--- src/rtl/vga_sync_gen.sv ---
// vga_sync_gen: 640x480 VGA timing with registered, skew-free syncs and a frame-stable object position.
// Optional VGA_CLKDIV_EN: pixel tick is clk/2 (50 MHz clk); otherwise the tick is always high (25 MHz clk).
module vga_sync_gen #(
  parameter int H_ACTIVE = 640,
  parameter int H_FP     = 16,
  parameter int H_SYNC   = 96,
  parameter int H_BP     = 48,
  parameter int V_ACTIVE = 480,
  parameter int V_FP     = 10,
  parameter int V_SYNC   = 2,
  parameter int V_BP     = 33
) (
  input  logic       clk,
  input  logic       rst_n,
  input  logic [9:0] pos_x_in,
  input  logic [9:0] pos_y_in,
  input  logic       pos_wr,
  output logic [9:0] pixelx,
  output logic [9:0] pixely,
  output logic       hsync,
  output logic       vsync,
  output logic       video_on,
  output logic       frame_start,
  output logic [9:0] posx,
  output logic [9:0] posy,
  output logic       pos_pending
);

  localparam logic [9:0] H_LAST = 10'(H_ACTIVE + H_FP + H_SYNC + H_BP - 1);
  localparam logic [9:0] V_LAST = 10'(V_ACTIVE + V_FP + V_SYNC + V_BP - 1);
  localparam logic [9:0] H_VIS  = 10'(H_ACTIVE);
  localparam logic [9:0] V_VIS  = 10'(V_ACTIVE);
  localparam logic [9:0] HS_BEG = 10'(H_ACTIVE + H_FP);
  localparam logic [9:0] HS_END = 10'(H_ACTIVE + H_FP + H_SYNC);
  localparam logic [9:0] VS_BEG = 10'(V_ACTIVE + V_FP);
  localparam logic [9:0] VS_END = 10'(V_ACTIVE + V_FP + V_SYNC);
  localparam logic [9:0] V_XFER = 10'(V_ACTIVE - 1);

  logic       tick;
  logic [9:0] x_q, x_d, y_q, y_d;
  logic       hsync_q, hsync_d, vsync_q, vsync_d;
  logic       video_on_q, video_on_d, frame_start_q, frame_start_d;
  logic [9:0] posx_q, posx_d, posy_q, posy_d;
  logic [9:0] shadow_x_q, shadow_x_d, shadow_y_q, shadow_y_d;
  logic       pending_q, pending_d;
  logic       xfer;

`ifdef VGA_CLKDIV_EN
  logic tick_q, tick_d;

  assign tick_d = ~tick_q;
  assign tick   = tick_q;

  always_ff @(posedge clk or negedge rst_n) begin
    if (!rst_n) tick_q <= 1'b0;
    else        tick_q <= tick_d;
  end
`else
  assign tick = 1'b1;
`endif

  // Syncs are decoded from the next counter values so they land in the same register stage.
  always_comb begin
    x_d           = x_q;
    y_d           = y_q;
    frame_start_d = 1'b0;
    if (tick) begin
      if (x_q == H_LAST) begin
        x_d = '0;
        y_d = (y_q == V_LAST) ? '0 : y_q + 10'd1;
      end else begin
        x_d = x_q + 10'd1;
      end
      frame_start_d = (x_d == '0) && (y_d == '0);
    end
    hsync_d    = !((x_d >= HS_BEG) && (x_d < HS_END));
    vsync_d    = !((y_d >= VS_BEG) && (y_d < VS_END));
    video_on_d = (x_d < H_VIS) && (y_d < V_VIS);
  end

  // Position hand-off happens only on the step into vertical blanking.
  always_comb begin
    posx_d     = posx_q;
    posy_d     = posy_q;
    shadow_x_d = shadow_x_q;
    shadow_y_d = shadow_y_q;
    pending_d  = pending_q;
    xfer       = tick && (x_q == H_LAST) && (y_q == V_XFER);
    if (xfer) begin
      if (pos_wr) begin
        posx_d = pos_x_in;
        posy_d = pos_y_in;
      end else if (pending_q) begin
        posx_d = shadow_x_q;
        posy_d = shadow_y_q;
      end
      pending_d = 1'b0;
    end else if (pos_wr) begin
      shadow_x_d = pos_x_in;
      shadow_y_d = pos_y_in;
      pending_d  = 1'b1;
    end
  end

  always_ff @(posedge clk or negedge rst_n) begin
    if (!rst_n) begin
      x_q           <= '0;
      y_q           <= '0;
      hsync_q       <= 1'b1;
      vsync_q       <= 1'b1;
      video_on_q    <= 1'b1;
      frame_start_q <= 1'b0;
      posx_q        <= '0;
      posy_q        <= '0;
      shadow_x_q    <= '0;
      shadow_y_q    <= '0;
      pending_q     <= 1'b0;
    end else begin
      x_q           <= x_d;
      y_q           <= y_d;
      hsync_q       <= hsync_d;
      vsync_q       <= vsync_d;
      video_on_q    <= video_on_d;
      frame_start_q <= frame_start_d;
      posx_q        <= posx_d;
      posy_q        <= posy_d;
      shadow_x_q    <= shadow_x_d;
      shadow_y_q    <= shadow_y_d;
      pending_q     <= pending_d;
    end
  end

  assign pixelx      = x_q;
  assign pixely      = y_q;
  assign hsync       = hsync_q;
  assign vsync       = vsync_q;
  assign video_on    = video_on_q;
  assign frame_start = frame_start_q;
  assign posx        = posx_q;
  assign posy        = posy_q;
  assign pos_pending = pending_q;

endmodule
--- config.mk ---
export PLATFORM = sky130hd
export DESIGN_NAME = vga_sync_gen
export DESIGN_NICKNAME = d
export VERILOG_FILES = /design/src/rtl/vga_sync_gen.sv
export SDC_FILE = /design/constraint.sdc
export NUM_CORES = 1
export LEC_CHECK = 0
export ABC_AREA = 1
export ABC_CLOCK_PERIOD_IN_PS = 1800
export CAP_MARGIN = 15
export CORE_MARGIN = 3
export CORE_UTILIZATION = 25
export DETAILED_ROUTE_END_ITERATION = 10
export GPL_TIMING_DRIVEN = 0
export PLACE_DENSITY = 0.47
export SYNTH_ARGS = -nofsm -noshare
export SYNTH_HDL_FRONTEND = slang
export SYNTH_SLANG_ARGS = --single-unit
--- constraint.sdc ---
create_clock -name clk -period 1.8 [get_ports clk]
set_input_delay 0.36 -clock clk [delete_from_list [all_inputs] [get_ports clk]]
set_output_delay 0.36 -clock clk [all_outputs]
set_load 0.01 [all_outputs]
## Yosys cells after proc, flatten, opt, wreduce, memory -nomap -nowiden

Cells that the tools add are included.

- Reductions and logical operators: 13
- Multiply operators: 0
- Divide/modulo/power cells: 0
- $lt $le $gt $ge: 6
- Eq/ne operators: 3
- Shifts and indexed selects: 0
- Mux-type cells: 9
- Bitwise logic cells: 1
- Add/subtract/negate cells: 2

Operators by type and width:

| cell | number |
|---|---|
| $mux 10 | 7 |
| $add 10x1->10 const B | 2 |
| $eq 10x10->1 const B | 2 |
| $logic_not 10->1 | 2 |
| $lt 10x10->1 const B | 2 |
| $lt 10x9->1 const B | 2 |
| $eq 10x9->1 const B | 1 |
| $ge 10x10->1 const B | 1 |
| $ge 10x9->1 const B | 1 |
| $logic_and 1x1->1 | 5 |
| $reduce_and 2->1 | 2 |
| $reduce_bool 2->1 | 2 |
| $logic_not 1->1 | 2 |
| $mux 1 | 2 |
| $not 1->1 | 1 |

- Register bits after elaboration: 65
- Bits of input ports: 23
- Bits in latches: 0
- RAM bits: 0
- Output and inout port bits: 45
- Word-level logic and storage cells: 45
- Memory bits (read-only): 0
- Memories: 0

## Logic depth before layout (Yosys ltp)

- Depth after elaboration: 6
- Mapped depth: 13
- Depth with buffers taken out: 12

## Worst setup path before layout

OpenSTA, ideal clock, no wires.

- Path type: register to register
- Start: register x_q[0], in the netlist pixelx[0]
- End: register posx_q[9], in the netlist posx[9]
- Setup slack: 130 ps
- Stages on the path, launching flop included: 10
- Arrival: 1547 ps
- Path through: dfrtp_1 -> ha_1 -> nand2_2 -> nor2_8 -> nand3_2 -> nor3_2 -> inv_2 -> clkbuf_2 -> o21ai_1 -> nand2_1

- Cells in the longest elaborated chain, start to end: 3

Ends and longest elaborated chain:

| element | RTL line | RTL |
|---|---|---|
| start, declared | 40 | `logic [9:0] x_q, x_d, y_q, y_d;` |
| start signal, assigned | 107 | `x_q <= '0;` |
| start signal, assigned | 119 | `x_q <= x_d;` |
| $eq 10x10->1 | 88 | `xfer = tick && (x_q == H_LAST) && (y_q == V_XFER);` |
| $logic_and 1x1->1 | 88 |  |
| $reduce_and 2->1 (no source line) | n/a |  |
| end signal, assigned | 125 | `posx_q <= posx_d;` |
| end, declared | 43 | `logic [9:0] posx_q, posx_d, posy_q, posy_d;` |

No other way between the ends.
A chain may end at the register's enable or synchronous reset.

## Final worst setup path

- Start: register y_q[0], in the netlist pixely[0]
- End: register posx_q[4], in the netlist posx[4]

- Cells in the longest elaborated chain, start to end: 3

Ends and longest elaborated chain:

| element | RTL line | RTL |
|---|---|---|
| start, declared | 40 |  |
| start signal, assigned | 120 | `y_q <= y_d;` |
| $eq 10x9->1 | 88 |  |
| $logic_and 1x1->1 | 88 |  |
| $reduce_and 2->1 (no source line) | n/a |  |

No other way between the ends.

==> key figures <==
Logic synthesis
  – Fraction of registers with async set/reset: 1.00
  – FF+latch count, synth: 65
  – Post-synthesis sequential area ratio: 0.496
  – Area leader, netlist: dfrtp_1
  – Share of the synthesized area in the top cell type: 0.472
  – Most used DFF post-synth: dfrtp_1
  – Syn Nets: 432
  – Synth Cell Area: 3290 sq um
  – Synth warnings: 0
  – Syn_area_per_cell: 8.10 sq um
  – Ranking of synthesized cells by area: dfrtp_1, nand2_1, inv_1, o211ai_1, o21ai_1
  – Mapped Cells: slightly above 400
  – Post-synth EDFFs: 0
  – Yosys cell types: 29

Global route
  – Vias in the first global route: between 3000 and 4000
  – Initial antenna violation count: 0
  – Total GRT Usage: 0.129
  – Largest net degree at the start of global routing: 66
  – First-pass GRT wire length: 14900 um
  – Grt total ovfl: 0

Power
  – Combinational fraction of design power: 0.071
  – P_sw: ~0.84 mW
  – Clock Power Share: 0.496
  – Lkg Pwr: 2.35 nW
  – Total Power: 3.60 mW
  – Sequential Power Share: 0.433
  – Sw Ratio: 0.234
  – Maximum vdd drop: about 0.00042 V
  – Power Internal: 2.75 mW
  – Pwr/cell area: 762 nW/um^2

Drt
  – Via count: 2977
  – WL/cell: ~13 um
  – DR pass1 iterations: 4
  – DRT Wirelength: 8880 um
  – # DRC: 0
  – DRT antenna net count: 0
  – Via-to-Cell Ratio: around 4.4
  – DRT iter0 DRCs: 97

Worst setup path
  – Reg2reg start: pixely[0]
  – CP endpoint kind: flip-flop
  – Startpoint Class: flip-flop
  – Critical Path AT: 2.04 ns
  – Req. time, crit path: 2.07 ns
  – Worst R2R Setup Slack: roughly 0.036 ns
  – CP Cell Sequence: ha_2, inv_2, nor2_4, nand2_2, nor3_4, inv_2, nor2_4, buf_6, o211ai_1, nand2_1
  – R2R cell count: 10
  – R2R Path End: posx[4]
  – Slowest CP cell: dfrtp_1
  – Max FO, Critical Path: 10
  – CP peak stage delay: roughly 0.40 ns
  – Setup Crit Path Kind: flip-flop to flip-flop

Placement
  – Detailed Place HPWL: between 6000 and 7000 um
  – IO Port Bufs: 66
  – Routability Congestion: 0.799
  – Placed Area: 4160 sq um
  – DP Cell Count: approximately 640

Die
  – Core area: 12700 sq um
  – Starting density of the core: 0.258
  – Rows: 41
  – Die width: 121 um
  – Die ar.: ~15000 sq um
  – I/O Pins: 68
  – DIE HEIGHT: between 100 and 150 um

Layout
  – FILL cells: roughly 1400
  – ANT cells: 0
  – Layout cells sized above 1: 0.166
  – Nets@finish: around 530
  – Post-Layout Inst Area: around 4700 sq um
  – Area delta synth->final: 43.5%
  – Post-route insts no fill: 677

Clock tree
  – Htree depth: 3
  – Root buffer cell: clkbuf_16
  – CTS Buffer Depth: 2
  – Later-pin clock latency in the skew report: 0.34 ns
  – CTS tree: done
  – Reg clk slew, reported paths: 0.06 ns
  – CTS Sinks: between 60 and 70
  – CTS Buf Count: 9
  – Hold buffers post-CTS: 0

STA
  – Max Slew Vio Count: 0
  – Setup repair after global routing missed its margin: true
  – Final worst path period need: 1.76 ns
  – Rel. slew slack: 0.427
  – Tcrit/Tclk final: 0.980
  – Least-Margin Pin Slew: ~0.86 ns
  – Max Fclk: 0.567 GHz
  – Final hold viol count: 0
  – Setup Viol. Count Final: 0
  – Clk_skew: about 0.0069 ns
  – Min Hold Slack: ~0.13 ns

Job
  – Max_cap viols: 0

Status
  – Status: finished, final reports clean

Hold path
  – Worst hold path type: input port to asynchronous set/reset pin
==> per-layer routing <==
metal / vias up / track usage / wire length, um
met4: 0 / 0.0531 / 162
met5: - / 0 / 0
met1: 1415 / 0.169 / 4140
li1: 1492 / - / -
met2: 58 / 0.208 / 4250
met3: 12 / 0.0271 / 334
==> stage by stage <==
step | setup TNS [ns] | utilization | worst slack [ns]
2_1_floorplan | 0 | - | 0.130
3_3_place_gp | -130.43 | 0.327 | -1.98
3_5_place_dp | -5.41 | 0.327 | -0.262
4_1_cts | 0 | 0.362 | 0.00273
5_1_grt | -1.30 | 0.371 | -0.0919
6_report | 0 | 0.371 | 0.0363
==> power by group through the flow <==
stage	clock [mW]	sequential [mW]	combinational, mW
detailed placement	0	1.58	0.253
finish	1.78	1.56	0.256
global route	1.89	1.56	0.288
floorplan	0	1.59	0.0905
global placement	0	1.58	0.250
CTS	1.83	1.56	0.256
==> area by class of cell <==
cell class                      instances  area, sq um  share of cell area
Tap cell                              172          215              0.0456
Timing Repair Buffer                   83          803               0.170
Buffer                                 17          149              0.0316
Multi-Input combinational cell        260         1380               0.292
Clock inverter                          5         55.1              0.0117
Clock buffer                           11          243              0.0515
Sequential cell                        65         1640               0.347
Inverter                               64          240              0.0509
==> cell usage in the layout, fill, tap and decap left out, types with 6 or more instances in the layout <==
| master | netlist | layout |
|---|---|---|
| clkdlybuf4s50_1 | 0 | 63 |
| inv_1 | 63 | 61 |
| nand4_1 | 8 | 8 |
| buf_6 | 5 | 6 |
| o21ai_1 | 24 | 25 |
| o21ai_0 | 23 | 21 |
| nand3_1 | 20 | 18 |
| buf_4 | 2 | 18 |
| dfrtp_1 | 62 | 58 |
| nor2_1 | 17 | 13 |
| clkbuf_16 | 0 | 9 |
| nand2_1 | 118 | 117 |
| clkbuf_1 | 5 | 6 |
| o211ai_1 | 21 | 21 |
==> Yosys cell counts (3+ instances only) <==
cell type  number
buf_6           5
o21ai_0        23
dfstp_2         3
o211ai_1       21
nand4_1         8
o21ai_1        24
clkbuf_1        5
ha_1            3
nor2_4          4
nor2_1         17
inv_1          63
nand2_1       118
buf_2           4
o21bai_1        3
nand3_1        20
nand2_2         6
nor3_1          4
dfrtp_1        62
==> worst max-delay path: cells and delay by family, from the launching register on <==
kind / cells / cell delay, ns
AND/OR/NAND/NOR: 5 / 0.66
AO/OA/AOI/OAI: 1 / 0.11
buffers and inverters: 3 / 0.32
flip-flops: 1 / 0.40
adder cells (fa/ha/maj): 1 / 0.21
==> worst max-delay path by stage <==
stage,startpoint,to,slack (ns),cells past startpoint
after global routing,pixely[0],posx[2],-0.09,10
after detailed placement,pixelx[0],vsync,-0.26,11
after global placement,rst_n,posy[2],-1.98,1
after floorplan,pixelx[0],posx[9],0.13,9
after CTS,pixely[4],pixely[4],0.003,1
final,pixely[0],posx[4],0.04,10
==> sequential cells by signal, indices dropped and copies added, names as in the netlist <==
register / count
video_on: 1
shadow_x_q: 10
posy: 10
frame_start: 1
shadow_y_q: 10
vsync: 1
pos_pending: 1
hsync: 1
pixelx: 10
pixely: 10
posx: 10
==> logic make-up (layout without fill, tap and decap cells) <==
| logic type | Yosys count | after routing | share of synthesized area |
|---|---|---|---|
| flip-flops | 65 | 65 | 0.496 |
| buffers and inverters | 81 | 180 | 0.108 |
| XOR/XNOR | 1 | 1 | 0.00267 |
| AND/OR/NAND/NOR | 183 | 183 | 0.249 |
| adder cells (fa/ha/maj) | 3 | 3 | 0.0114 |
| AO/OA/AOI/OAI | 73 | 73 | 0.133 |
==> timing repair <==
item | CTS | global route
resized for setup | 14 | 25
buffers inserted | 11 | 5
gates cloned | 0 | 1
setup endpoints to repair | 43 | 48
pin swaps | 6 | 11
Note: power is estimated with default switching activity, not from simulation.
